==> src/rtl/wb_port_arbiter_pkg.sv <==
// Shared types and constants for the register-file write-port arbiter.
package wb_port_arbiter_pkg;
  localparam int NUM_REGS   = 16;
  localparam int REG_ADDR_W = 4;

  typedef struct packed {
    logic [REG_ADDR_W-1:0] rd;
    logic [31:0]           data;
  } wb_req_t;

  typedef enum logic [1:0] {ST_IDLE, ST_WAIT, ST_STARVED} starve_st_e;
endpackage

==> src/rtl/wb_result_fifo.sv <==
// Synchronous FIFO of wb_req_t buffering LLU results until a free write slot.
module wb_result_fifo
  import wb_port_arbiter_pkg::*;
#(
  parameter int FIFO_DEPTH = 2,
  localparam int CW        = $clog2(FIFO_DEPTH + 1)
) (
  input  logic          i_clk,
  input  logic          i_rst_n,
  input  logic          i_push,
  input  wb_req_t       i_din,
  input  logic          i_pop,
  output wb_req_t       o_head,
  output logic [CW-1:0] o_count
);
  localparam int AW = $clog2(FIFO_DEPTH);

  wb_req_t       r_mem [FIFO_DEPTH];
  logic [AW-1:0] r_wptr, r_rptr;
  logic [CW-1:0] r_count;

  // Depth is a power of two, so the pointers wrap without explicit compare.
  always_ff @(posedge i_clk or negedge i_rst_n) begin
    if (!i_rst_n) begin
      r_wptr  <= '0;
      r_rptr  <= '0;
      r_count <= '0;
      for (int i = 0; i < FIFO_DEPTH; i++) r_mem[i] <= '0;
    end else begin
      if (i_push) begin
        r_mem[r_wptr] <= i_din;
        r_wptr        <= r_wptr + AW'(1);
      end
      if (i_pop) r_rptr <= r_rptr + AW'(1);
      r_count <= r_count + CW'(i_push) - CW'(i_pop);
    end
  end

  assign o_head  = r_mem[r_rptr];
  assign o_count = r_count;
endmodule

==> src/rtl/wb_port_arbiter.sv <==
// Shares the regfile write port between WB and the LLU result FIFO; tracks pending LLU writes.
// Optional starvation guard enabled by defining WB_ARB_STARVE_GUARD_EN.
module wb_port_arbiter
  import wb_port_arbiter_pkg::*;
#(
  parameter int FIFO_DEPTH   = 2,
  parameter int STARVE_LIMIT = 4
) (
  input  logic                  i_clk,
  input  logic                  i_rst_n,
  input  logic                  i_wb_valid,
  input  logic [REG_ADDR_W-1:0] i_wb_rd,
  input  logic [31:0]           i_wb_data,
  input  logic                  i_llu_valid,
  input  logic [REG_ADDR_W-1:0] i_llu_rd,
  input  logic [31:0]           i_llu_data,
  output logic                  o_llu_ready,
  input  logic                  i_issue_valid,
  input  logic [REG_ADDR_W-1:0] i_issue_rd,
  output logic [NUM_REGS-1:0]   o_pending,
  output logic                  o_rf_we,
  output logic [REG_ADDR_W-1:0] o_rf_rd,
  output logic [31:0]           o_rf_wdata,
  output logic                  o_pipe_stall_req
);
  localparam int CW = $clog2(FIFO_DEPTH + 1);

  wb_req_t             w_head, w_sel;
  logic [CW-1:0]       w_count;
  logic                w_push, w_pop, w_nonempty;
  logic [NUM_REGS-1:0] w_set, w_clr, r_pending;

  assign w_nonempty  = (w_count != '0);
  assign o_llu_ready = (w_count < CW'(FIFO_DEPTH));
  assign w_push      = i_llu_valid && o_llu_ready;
  assign w_pop       = !i_wb_valid && w_nonempty;

  wb_result_fifo #(.FIFO_DEPTH(FIFO_DEPTH)) u_fifo (
    .i_clk   (i_clk),
    .i_rst_n (i_rst_n),
    .i_push  (w_push),
    .i_din   ({i_llu_rd, i_llu_data}),
    .i_pop   (w_pop),
    .o_head  (w_head),
    .o_count (w_count)
  );

  // WB cannot stall, so it always owns the port when it has a write.
  always_comb begin
    w_sel = '0;
    if (i_wb_valid)      w_sel = {i_wb_rd, i_wb_data};
    else if (w_nonempty) w_sel = w_head;
  end

  assign o_rf_we    = (i_wb_valid || w_nonempty) && (w_sel.rd != '0);
  assign o_rf_rd    = w_sel.rd;
  assign o_rf_wdata = w_sel.data;

  always_comb begin
    w_set = '0;
    w_clr = '0;
    if (i_issue_valid) w_set[i_issue_rd] = 1'b1;
    if (w_pop)         w_clr[w_head.rd]  = 1'b1;
  end

  // Set applied after clear so a same-cycle reissue keeps the bit; x0 never pends.
  always_ff @(posedge i_clk or negedge i_rst_n) begin
    if (!i_rst_n) r_pending <= '0;
    else          r_pending <= ((r_pending & ~w_clr) | w_set) & ~NUM_REGS'(1);
  end
  assign o_pending = r_pending;

`ifdef WB_ARB_STARVE_GUARD_EN
  localparam int SW = $clog2(STARVE_LIMIT + 1);

  starve_st_e    r_state, w_state_nxt;
  logic [SW-1:0] r_cnt, w_cnt_nxt;
  logic [CW-1:0] w_count_nxt;
  logic          r_stall;

  assign w_count_nxt = w_count + CW'(w_push) - CW'(w_pop);

  always_comb begin
    w_cnt_nxt   = r_cnt;
    w_state_nxt = r_state;
    if (!w_nonempty || w_pop)         w_cnt_nxt = '0;
    else if (r_cnt < SW'(STARVE_LIMIT)) w_cnt_nxt = r_cnt + SW'(1);
    if (w_cnt_nxt == SW'(STARVE_LIMIT)) w_state_nxt = ST_STARVED;
    else if (w_count_nxt == '0)         w_state_nxt = ST_IDLE;
    else                                w_state_nxt = ST_WAIT;
  end

  always_ff @(posedge i_clk or negedge i_rst_n) begin
    if (!i_rst_n) begin
      r_state <= ST_IDLE;
      r_cnt   <= '0;
      r_stall <= 1'b0;
    end else begin
      r_state <= w_state_nxt;
      r_cnt   <= w_cnt_nxt;
      r_stall <= (w_state_nxt == ST_STARVED);
    end
  end

  assign o_pipe_stall_req = r_stall;
`else
  assign o_pipe_stall_req = 1'b0;
`endif
endmodule
==> config.mk <==
export PLATFORM = sky130hd
export DESIGN_NAME = wb_port_arbiter
export DESIGN_NICKNAME = d
export VERILOG_FILES = /design/src/rtl/wb_port_arbiter_pkg.sv /design/src/rtl/wb_result_fifo.sv /design/src/rtl/wb_port_arbiter.sv
export SDC_FILE = /design/constraint.sdc
export NUM_CORES = 1
export LEC_CHECK = 0
export ABC_CLOCK_PERIOD_IN_PS = 2100
export CAP_MARGIN = 20
export CORE_ASPECT_RATIO = 1.2
export CORE_MARGIN = 1
export CORE_UTILIZATION = 40
export DETAILED_ROUTE_END_ITERATION = 12
export PLACE_DENSITY = 0.66
export RECOVER_POWER = 50
export SLEW_MARGIN = 25
export SYNTH_ARGS = -nofsm -noshare
export SYNTH_HDL_FRONTEND = slang
export SYNTH_SLANG_ARGS = --single-unit
==> constraint.sdc <==
create_clock -name i_clk -period 2.1 [get_ports i_clk]
set_input_delay 0.21 -clock i_clk [delete_from_list [all_inputs] [get_ports i_clk]]
set_output_delay 0.21 -clock i_clk [all_outputs]
set_load 0.02 [all_outputs]
==> impl_metrics.csv <==
group,metric,value,unit
outcome,status,"finished clean",
layout,diodes,0,
grt,grtUsageTotal,18.8,%
layout,syn2layout_area_growth,41.0,%
layout,fin_nets,609,
layout,final_util,58.1,%
setup_path,startpoint,"u_fifo.r_rptr",
detailed_routing,ant_nets,0,
cts,clkTransAtPathRegs,0.06,ns
grt,grt_pass1_wl,17200,µm
setup_path,max_stage_delay,0.52,ns
detailed_routing,wl_per_cell,16.1,µm
place,place.gp.congestion,0.822,
sta,max_freq,0.482,GHz
synth,syn-instance-count,379,
setup_path,critPathArrivalTime,1.86,ns
grt,grt_overflow,0,
detailed_routing,initialDrtViolationCount,164,
setup_path,rr_worst_depth,8,
synth,ys_ff_latch,91,
pwr,p_per_area,1380,nW/µm²
synth,yosys.area.top_type,"dfrtp_1",
synth,netlist_area,4550,µm²
setup_path,rr_startpoint,"u_fifo.o_count[1]",
place,dp.final_hpwl,7780,µm
layout,final_cell_mix,"clkdlybuf4s50_1, dfrtp_1, mux2_2, o21ai_0, nand2_1",
setup_path,rrSetupSlack,0.29,ns
synth,seq_area_frac_synth,50.1,%
detailed_routing,wirelength,10700,µm
synth,synth_top_area_share,50.1,%
floorplan,rows,42,
grt,grt_max_degree,37,
setup_path,cp_max_fo,7,
cts,clock-root-buffer,"clkbuf_16",
cts,cts_buffers,9,
cts,clock_latency,0.34,ns
sta,hold_violations,0,
setup_path,path_cells,"mux2i_2 -> o21ai_2 -> or4b_4 -> buf_2",
cts,cts_tree,"built",
detailed_routing,viasPerCell,5.17,
sta,worst_slew_pin_slew,0.866,ns
hold_path,min_path_type,"reg2reg",
pwr,leakage,2.85,nW
synth,avgSynthCellArea,12.0,µm²
cts,htree_num_levels,3,
setup_path,worstReg2RegEnd,"u_fifo.o_count[1]",
detailed_routing,drc,0,
place,port_buffers,133,
floorplan,start_util,41.2,%
cts,cts_sinks,91,
setup_path,crit_path_end,"o_rf_we",
pwr,finalPower,8.88,mW
floorplan,die_width,99.3,µm
floorplan,ioPinCount,136,
synth,yosys-top-cells-area,"dfrtp_1, mux2_2, mux2i_1, o21ai_0, nand2_1",
pwr,ir_drop,0.552,mV
floorplan,dieHeight,119,µm
setup_path,crit_type,"reg2out",
layout,final_common_cell,"clkdlybuf4s50_1",
sta,finalCritPeriodShare,98.7,%
flow_run,drv_cap,0,
setup_path,endpoint_kind,"primary output",
sta,slew_viol_final,0,
layout,layoutNonFillerInstCount,663,
synth,yosysWarnings,0,
detailed_routing,drtPass1Iterations,4,
sta,setup_viol,0,
layout,drive_gt1_share,24.1,%
place,dp_cells,644,
setup_path,worstSetupStartpointType,"flop",
cts,cts_buffer_depth,2,
setup_path,worstPathRequired,1.89,ns
sta,clock_skew,0.00412,ns
setup_path,crit_path_top_delay_cell,"or4b_4",
detailed_routing,vias,3427,
sta,fin_crit,2.07,ns
grt,antenna_found_initial,0,
synth,yosysUniqueCellTypes,40,
floorplan,die_area,11800,µm²
sta,grt_setup_unrepaired,"yes",
grt,grt_pass1_vias,3494,
floorplan,core,11000,µm²
sta,relSlewSlack,42.3,%
-- per-stage QoR --
stage | instance area [µm²] | setup WS (ns) | hold slack, ns | TNS (ns)
3_3_place_gp | 6110 | -0.278 | 0.185 | -1.34
6_report | 6410 | 0.0263 | 0.493 | 0
3_5_place_dp | 6110 | -0.313 | 0.197 | -2.03
5_1_grt | 6410 | -0.0276 | 0.506 | -0.0278
4_1_cts | 6390 | -0.0615 | 0.372 | -0.0615
2_1_floorplan | 4550 | 0.161 | -0.0856 | 0
-- synthesized netlist by cell type --
cell type / count
mux2_2: 72
nand3b_4: 1
or4b_1: 1
a21oi_2: 1
nor3_1: 1
xnor2_1: 4
and3_1: 4
conb_1: 1
a32oi_1: 5
nor2_2: 1
nand3_1: 6
or3_1: 2
a22o_1: 3
o211ai_1: 2
buf_6: 5
buf_2: 6
nand2_1: 37
a32o_1: 2
a21o_1: 1
ha_1: 2
dfrtp_1: 91
nor2_1: 3
a211oi_1: 1
inv_1: 10
nand2b_4: 1
nand3b_1: 5
a221o_1: 8
buf_4: 6
nor2b_1: 2
or3b_4: 2
nand3_2: 1
o21bai_2: 1
o21ai_0: 42
mux2i_1: 36
nor3b_1: 1
a21oi_1: 1
and3b_1: 1
clkbuf_1: 6
or3b_2: 2
or3b_1: 2
-- registers in the layout (all words and copies together), names as in the netlist --
signal,count
u_fifo.r_wptr,1
u_fifo.r_mem,72
u_fifo.o_count,2
o_pending,15
u_fifo.r_rptr,1
-- worst max-delay path: cells and delay by family, from the launching register on --
family / cells / cell delay, ns
muxes: 1 / 0.29
buffers and inverters: 1 / 0.18
AOI/OAI and AO/OA: 1 / 0.08
and+or+nand+nor: 1 / 0.52
DFF: 1 / 0.46
-- power by group --
part           switching (mW)  internal, mW
registers               0.488          2.61
logic                    1.92          2.21
clock network           0.687         0.965
-- what timing repair did --
action,4_1_cts,5_1_grt
hold endpoints to repair,33,0
endpoints found under the setup margin,35,3
setup buffers,0,2
gates resized for setup,42,8
pin swaps,0,1
hold buffers,1,0
-- per-layer routing --
layer  share of wire, %  track usage (%)  vias up
met2                 50             31.9       95
met1                 43             23.5     1663
li1                   -                -     1656
met5                  0                0        -
met4                1.7             6.62        0
met3                5.1             4.14       13
-- final cells by class --
cell class                 instances  area (µm²)
clock buffer                      10         239
clock inverter                     6        71.3
fill                             957        4630
inverter                          10        37.5
multi-input combinational        256        2110
sequential                        91        2280
tap                              132         165
timing repair buffer             158        1510
-- logic make-up (layout without fill, tap and decap cells) --
logic type / count (synthesis) / after routing / share of synthesized area (%)
other cells: 1 / 2 / 0.0825
simple gates: 73 / 73 / 8.95
buf+inv: 33 / 184 / 4.21
mux: 108 / 108 / 25.8
compound gates: 67 / 67 / 9.58
xor+xnor: 4 / 4 / 0.771
flops: 91 / 91 / 50.1
fa+ha+maj: 2 / 2 / 0.550
-- how the worst min path moves through the flow --
stage	start	endpoint	slack, ns	cells past startpoint
4_1_cts	i_rst_n	o_pending[6]	0.37	2
6_report	o_pending[15]	o_pending[15]	0.49	1
2_1_floorplan	i_rst_n	o_pending[10]	-0.09	0
3_3_place_gp	i_rst_n	o_pending[14]	0.18	1
3_5_place_dp	i_rst_n	o_pending[6]	0.20	1
5_1_grt	i_llu_data[3]	u_fifo.r_mem[39]	0.51	2
No activity file was read; power rests on OpenSTA's default activity.
